File: src/rtl/fab_swm_pkg.sv
// Shared types, defaults and sizing helpers for the configurable switch matrix.
// A select field equal to the input count routes constant 0.
package fab_swm_pkg;

    typedef enum logic [1:0] {
        IDLE   = 2'd0,
        SHIFT  = 2'd1,
        LOADED = 2'd2
    } swm_state_t;

    localparam int N_IN_DEF     = 40;
    localparam int N_OUT_DEF    = 44;
    localparam int ZERO_SEL_DEF = N_IN_DEF;

    function automatic int sel_w(input int n_in);
        return $clog2(n_in + 1);
    endfunction

    function automatic int zero_sel(input int n_in);
        return n_in;
    endfunction

endpackage

File: src/rtl/cfg_switch_matrix_if.sv
// Routed data buses plus the serial configuration handshake of the switch matrix.
interface cfg_switch_matrix_if #(
    parameter int N_IN  = 40,
    parameter int N_OUT = 44
);
    logic [N_IN-1:0]  in_bus;
    logic [N_OUT-1:0] out_bus;
    logic             cfg_start;
    logic             cfg_valid;
    logic             cfg_bit;
    logic             cfg_ready;
    logic             cfg_commit;
    logic             cfg_loaded;
    logic             cfg_done;
    logic             cfg_err;

    modport master (
        output in_bus, cfg_start, cfg_valid, cfg_bit, cfg_commit,
        input  out_bus, cfg_ready, cfg_loaded, cfg_done, cfg_err
    );

    modport slave (
        input  in_bus, cfg_start, cfg_valid, cfg_bit, cfg_commit,
        output out_bus, cfg_ready, cfg_loaded, cfg_done, cfg_err
    );
endinterface

File: src/rtl/swm_cfg_loader.sv
// Serial config loader: shadow shift chain, bit counter and IDLE/SHIFT/LOADED FSM.
// Latency: one bit per accepted cycle; cfg_done/cfg_err pulse the cycle after the commit request.
// Backpressure: cfg_ready only in SHIFT; bits offered in LOADED are dropped.
module swm_cfg_loader
    import fab_swm_pkg::*;
#(
    parameter int CFG_BITS = 264
) (
    input  logic                CLK,
    input  logic                reset,
    input  logic                cfg_start,
    input  logic                cfg_valid,
    input  logic                cfg_bit,
    input  logic                cfg_commit,
    output logic                cfg_ready,
    output logic                cfg_loaded,
    output logic                cfg_done,
    output logic                cfg_err,
    output logic                commit_fire,
    output logic [CFG_BITS-1:0] shadow
);
    localparam int CNT_W = $clog2(CFG_BITS + 1);

    swm_state_t       state, state_nxt;
    logic [CNT_W-1:0] count;
    logic             accept;
    logic             commit_bad;

    always_ff @(posedge CLK) begin
        if (reset) state <= IDLE;
        else       state <= state_nxt;
    end

    // cfg_start wins over everything, including a commit in the same cycle.
    always_comb begin
        state_nxt   = state;
        cfg_ready   = (state == SHIFT);
        cfg_loaded  = (state == LOADED);
        accept      = 1'b0;
        commit_fire = 1'b0;
        commit_bad  = 1'b0;
        if (cfg_start) begin
            state_nxt = SHIFT;
        end else begin
            case (state)
                IDLE: commit_bad = cfg_commit;
                SHIFT: begin
                    accept     = cfg_valid;
                    commit_bad = cfg_commit;
                    if (cfg_valid && count == CNT_W'(CFG_BITS - 1)) state_nxt = LOADED;
                end
                LOADED: begin
                    if (cfg_commit) begin
                        commit_fire = 1'b1;
                        state_nxt   = IDLE;
                    end
                end
                default: state_nxt = IDLE;
            endcase
        end
    end

    always_ff @(posedge CLK) begin
        if (reset) begin
            count    <= '0;
            shadow   <= '0;
            cfg_done <= 1'b0;
            cfg_err  <= 1'b0;
        end else begin
            cfg_done <= commit_fire;
            cfg_err  <= commit_bad;
            if (cfg_start) begin
                count  <= '0;
                shadow <= '0;
            end else if (accept) begin
                shadow <= {shadow[CFG_BITS-2:0], cfg_bit};
                count  <= count + CNT_W'(1);
            end
        end
    end

endmodule

File: src/rtl/cfg_switch_matrix.sv
// Runtime-configurable N_IN -> N_OUT switch matrix; each output picks one input or constant 0.
// Latency: 0 cycles in_bus->out_bus, or 1 cycle when CFG_SWM_OUT_REG_EN is defined.
// Backpressure: none on the data path; config loads through the cfg_ready handshake and commits atomically.
module cfg_switch_matrix
    import fab_swm_pkg::*;
#(
    parameter int N_IN  = N_IN_DEF,
    parameter int N_OUT = N_OUT_DEF
) (
    input  logic          CLK,
    input  logic          reset,
    cfg_switch_matrix_if.slave sw
);
    localparam int SEL_W    = sel_w(N_IN);
    localparam int CFG_BITS = N_OUT * SEL_W;
    localparam int ZERO_SEL = zero_sel(N_IN);
    localparam int PAD_W    = 1 << SEL_W;

    logic [CFG_BITS-1:0] shadow;
    logic [CFG_BITS-1:0] active;
    logic                commit_fire;
    logic [PAD_W-1:0]    in_pad;
    logic [N_OUT-1:0]    routed;

    swm_cfg_loader #(.CFG_BITS(CFG_BITS)) u_loader (
        .CLK         (CLK),
        .reset       (reset),
        .cfg_start   (sw.cfg_start),
        .cfg_valid   (sw.cfg_valid),
        .cfg_bit     (sw.cfg_bit),
        .cfg_commit  (sw.cfg_commit),
        .cfg_ready   (sw.cfg_ready),
        .cfg_loaded  (sw.cfg_loaded),
        .cfg_done    (sw.cfg_done),
        .cfg_err     (sw.cfg_err),
        .commit_fire (commit_fire),
        .shadow      (shadow)
    );

    always_ff @(posedge CLK) begin
        if (reset) begin
            for (int j = 0; j < N_OUT; j++) active[j*SEL_W +: SEL_W] <= SEL_W'(ZERO_SEL);
        end else if (commit_fire) begin
            active <= shadow;
        end
    end

    // Zero-padding the inputs to the full select range makes every select >= N_IN read 0.
    always_comb begin
        in_pad         = '0;
        in_pad[N_IN-1:0] = sw.in_bus;
        routed         = '0;
        for (int j = 0; j < N_OUT; j++) routed[j] = in_pad[active[j*SEL_W +: SEL_W]];
    end

`ifdef CFG_SWM_OUT_REG_EN
    logic [N_OUT-1:0] out_q;

    always_ff @(posedge CLK) begin
        if (reset) out_q <= '0;
        else       out_q <= routed;
    end

    assign sw.out_bus = out_q;
`else
    assign sw.out_bus = routed;
`endif

endmodule
File: src/flat_wrapper.sv
// flat-port wrapper written by rule: the top's interface ports become plain ports
module cfg_switch_matrix_flat import fab_swm_pkg::*;
#(
    parameter int N_IN  = N_IN_DEF,
    parameter int N_OUT = N_OUT_DEF
)
  (CLK, reset, sw_in_bus, sw_cfg_start, sw_cfg_valid, sw_cfg_bit, sw_cfg_commit, sw_out_bus, sw_cfg_ready, sw_cfg_loaded, sw_cfg_done, sw_cfg_err);
  cfg_switch_matrix_if #(.N_IN(N_IN), .N_OUT(N_OUT)) sw_i ();
  input  logic CLK;
  input  logic reset;
  input wire logic [$bits(sw_i.in_bus)-1:0] sw_in_bus;
  input wire logic [$bits(sw_i.cfg_start)-1:0] sw_cfg_start;
  input wire logic [$bits(sw_i.cfg_valid)-1:0] sw_cfg_valid;
  input wire logic [$bits(sw_i.cfg_bit)-1:0] sw_cfg_bit;
  input wire logic [$bits(sw_i.cfg_commit)-1:0] sw_cfg_commit;
  output wire logic [$bits(sw_i.out_bus)-1:0] sw_out_bus;
  output wire logic [$bits(sw_i.cfg_ready)-1:0] sw_cfg_ready;
  output wire logic [$bits(sw_i.cfg_loaded)-1:0] sw_cfg_loaded;
  output wire logic [$bits(sw_i.cfg_done)-1:0] sw_cfg_done;
  output wire logic [$bits(sw_i.cfg_err)-1:0] sw_cfg_err;
  assign sw_i.in_bus = sw_in_bus;
  assign sw_i.cfg_start = sw_cfg_start;
  assign sw_i.cfg_valid = sw_cfg_valid;
  assign sw_i.cfg_bit = sw_cfg_bit;
  assign sw_i.cfg_commit = sw_cfg_commit;
  assign sw_out_bus = sw_i.out_bus;
  assign sw_cfg_ready = sw_i.cfg_ready;
  assign sw_cfg_loaded = sw_i.cfg_loaded;
  assign sw_cfg_done = sw_i.cfg_done;
  assign sw_cfg_err = sw_i.cfg_err;
  cfg_switch_matrix #(.N_IN(N_IN), .N_OUT(N_OUT)) u_core (.CLK(CLK), .reset(reset), .sw(sw_i));
endmodule
File: config.mk
export PLATFORM = sky130hd
export DESIGN_NAME = cfg_switch_matrix_flat
export DESIGN_NICKNAME = d
export VERILOG_FILES = /design/src/rtl/fab_swm_pkg.sv /design/src/rtl/cfg_switch_matrix_if.sv /design/src/rtl/swm_cfg_loader.sv /design/src/rtl/cfg_switch_matrix.sv /design/src/flat_wrapper.sv
export SDC_FILE = /design/constraint.sdc
export NUM_CORES = 2
export LEC_CHECK = 0
export BUFFER_PORTS_ARGS = -buffer_cell sky130_fd_sc_hd__buf_2
export CORE_MARGIN = 5
export CORE_UTILIZATION = 45
export DETAILED_ROUTE_END_ITERATION = 8
export SKIP_CTS_REPAIR_TIMING = 1
export SLEW_MARGIN = 10
export SYNTH_ARGS = -nofsm -noshare
export SYNTH_HDL_FRONTEND = slang
export SYNTH_SLANG_ARGS = --single-unit
File: constraint.sdc
create_clock -name CLK -period 2.45 [get_ports CLK]
set_input_delay 0.3675 -clock CLK [delete_from_list [all_inputs] [get_ports CLK]]
set_output_delay 0.3675 -clock CLK [all_outputs]
set_load 0.02 [all_outputs]
==> reports/results.txt <==
result of the run: finished with violations
violations in the final reports: negative setup slack
Antenna Nets Post-Route: 0
die outline width: 283 um
FILL cells: 6394
share of the clock period used by the worst path: 1.32
placer congestion estimate: 0.904
commonest cells after routing, fill and taps aside: sky130_fd_sc_hd__nand2_1 (1025), sky130_fd_sc_hd__mux4_2 (495), sky130_fd_sc_hd__dfxtp_1 (482)
Tmin final: 3.23 ns
number of max-slew violations in the final report: 0
cts bufs inserted: 60
Synth Register Bits: 541
max frequency: 0.310 GHz
detailed-route wire length per cell: 26.5 um
Post-DP Area: 0.0360 mm^2
Syn Area/Cell: 9.84 um^2
post-synthesis to final-layout area growth: 18.5%
count of clock tree sinks: 541
area of the core: 0.0743 mm^2
die height: 283 um
type of element launching the critical path: flop
Synthesized Nets: 3463
relative max-transition margin: 0.491
Yosys warnings: 0
maximum resistive drop on vdd: 534 uV
routed vias: 29.1k
post-synthesis sequential area ratio: 0.322
number of DRC violations after detailed routing: 0
Initial Utilization: 0.452
Hold Crit Class: input port to flop
CTS clk-pin slew, worst paths: 0.06 ns
via/cell ratio: 6.60
slew at the pin closest to its max-slew limit: 0.764 ns
final standard cell area without fillers: 0.0399 mm^2
count of maximum capacitance violations: 0
final setup fails: 44
Worst Setup Slack post-DPL: -0.424 ns
CTS H-Tree Depth: 2
highest net fanout along the worst path: 5
final wirelength: 117 mm
cell area after synthesis: 0.0336 mm^2
global router's overall resource usage: 0.272
number of violations reported at the end of detailed-routing iteration 0: 3580
arrival time of data at the critical path endpoint: 2.86 ns
post-DP HPWL: 68.9 mm
layout net count: 3438
Clock Skews: 0.0340 ns
RSZ-0062 raised after global routing: yes
number of cell rows: 100
number of antenna violations at the first check in global routing: 16
Initial DRT Pass Iterations: 6
number of buffers between clock root and the deepest sink: 3
async set-reset flop share out of synthesis: 0
later-pin clock latency in the skew report: 0.64 ns
Multi-input gate area: 0.0210 mm^2
areal power density over the cells: 518 mW/mm^2
TritonCTS clock tree: built
area taken by flip-flops and latches: 0.0110 mm^2
root buffer selected by CTS: sky130_fd_sc_hd__clkbuf_16
count of buffers inserted at the top-level ports: 93
post-synth cell types: 44
final hold viol count: 0
total congestion overflow after global routing: 0
Post-Synthesis Cells: 3416
ratio of cells with drive above 1 in the final layout: 0.322
leakage power: 12.8 nW
most used flip-flop cell after synthesis: sky130_fd_sc_hd__dfxtp_1
number of global-route vias before repair: 28.0k
number of synthesized flops with an enable pin: 0
Setup Crit Path Kind: flop to primary output
most common library cell in the layout ignoring fill and taps: sky130_fd_sc_hd__nand2_1
worst-case setup margin in the final layout: -0.780 ns
endpoint class of the critical path: primary output
largest net degree at the start of global routing: 144
first-pass GRT wire length: 173 mm
Total Die Area: 0.0803 mm^2
io pins: 94
Req. time, crit path: 2.08 ns
through the flow:
stage / instances / hold WS, ns / setup TNS [ns] / power (mW) / util
2_1_floorplan: 3416 / 0.437 / 0 / 10.2 / -
3_3_place_gp: 4247 / 0.444 / -6.08 / 11.0 / 0.485
4_1_cts: 4356 / -0.0543 / -22.86 / 20.8 / 0.513
3_5_place_dp: 4247 / 0.448 / -7.93 / 11.0 / 0.485
5_1_grt: 4407 / 0.0821 / -20.29 / 21.2 / 0.536
6_report: 4417 / 0.0684 / -17.07 / 20.7 / 0.536
state kept, by name, summed over array words and instances, names as in the netlist:
| register | flops |
|---|---|
| u_core.active | 264 |
| u_core.u_loader.cfg_done | 1 |
| u_core.u_loader.cfg_err | 1 |
| u_core.u_loader.count | 9 |
| u_core.u_loader.shadow | 264 |
| u_core.u_loader.state | 2 |
critical path, stage by stage, from the launching register on:
cell                      delay (ns)
sky130_fd_sc_hd__dfxtp_4        0.42
sky130_fd_sc_hd__buf_12         0.17
sky130_fd_sc_hd__mux4_2         0.55
sky130_fd_sc_hd__mux4_2         0.52
sky130_fd_sc_hd__mux2i_1        0.16
sky130_fd_sc_hd__buf_4          0.19
sky130_fd_sc_hd__o21ai_4        0.07
sky130_fd_sc_hd__buf_6          0.13
area by class of cell:
class,instances,area share
Antenna cell,10,0.000628
Timing Repair Buffer,350,0.109
Sequential cell,541,0.276
Clock inverter,26,0.0105
Tap cell,969,0.0304
Inverter,47,0.00443
Multi-Input combinational cell,2391,0.526
Clock buffer,83,0.0429
power by group:
group | switching, mW | total [mW] | leakage (nW) | internal (mW)
Combinational | 1.28 | 2.12 | 7.34 | 0.843
Sequential | 0.00208 | 8.76 | 4.40 | 8.76
Clock | 3.88 | 9.79 | 1.03 | 5.91
Total | 5.16 | 20.7 | 12.8 | 15.5
per-layer routing:
layer,track usage,vias up,part of all wire
met5,0,-,0.00034
met4,0.0987,6,0.040
met3,0.0797,392,0.13
met2,0.424,2018,0.46
met1,0.365,14431,0.37
li1,-,12291,-
synth_stat cells (all sizes together) (33+ instances only):
library cell | n | area share
a211o | 37 | 0.0096
a21oi | 444 | 0.066
a22oi | 33 | 0.0074
a31oi | 34 | 0.0063
buf | 111 | 0.018
clkbuf | 326 | 0.037
dfxtp | 541 | 0.32
inv | 47 | 0.0052
mux2 | 35 | 0.012
mux2i | 52 | 0.015
mux4 | 506 | 0.34
nand2 | 1031 | 0.12
nand2b | 36 | 0.0067
nand3b | 53 | 0.012
nor2 | 56 | 0.0063
worst paths after layout:
| kind | from | endpoint | slack [ns] | depth (start not counted) |
|---|---|---|---|---|
| max | u_core.active[258] | sw_out_bus[43] | -0.78 | 7 |
| min | sw_cfg_commit | u_core.u_loader.cfg_err | 0.07 | 3 |
| max reg2reg | u_core.u_loader.state[0] | u_core.active[251] | 0.55 | 6 |
| min reg2reg | u_core.u_loader.shadow[253] | u_core.u_loader.shadow[254] | 0.44 | 2 |
kinds of logic after synthesis:
logic type | share of synthesized area
DFF | 0.322
AOI/OAI and AO/OA | 0.0980
buffers and inverters | 0.0602
muxes | 0.372
and+or+nand+nor | 0.146
adders and majority gates | 0.000372
xor gates and xnor gates | 0.00156
No activity file was read; power rests on OpenSTA's default activity.
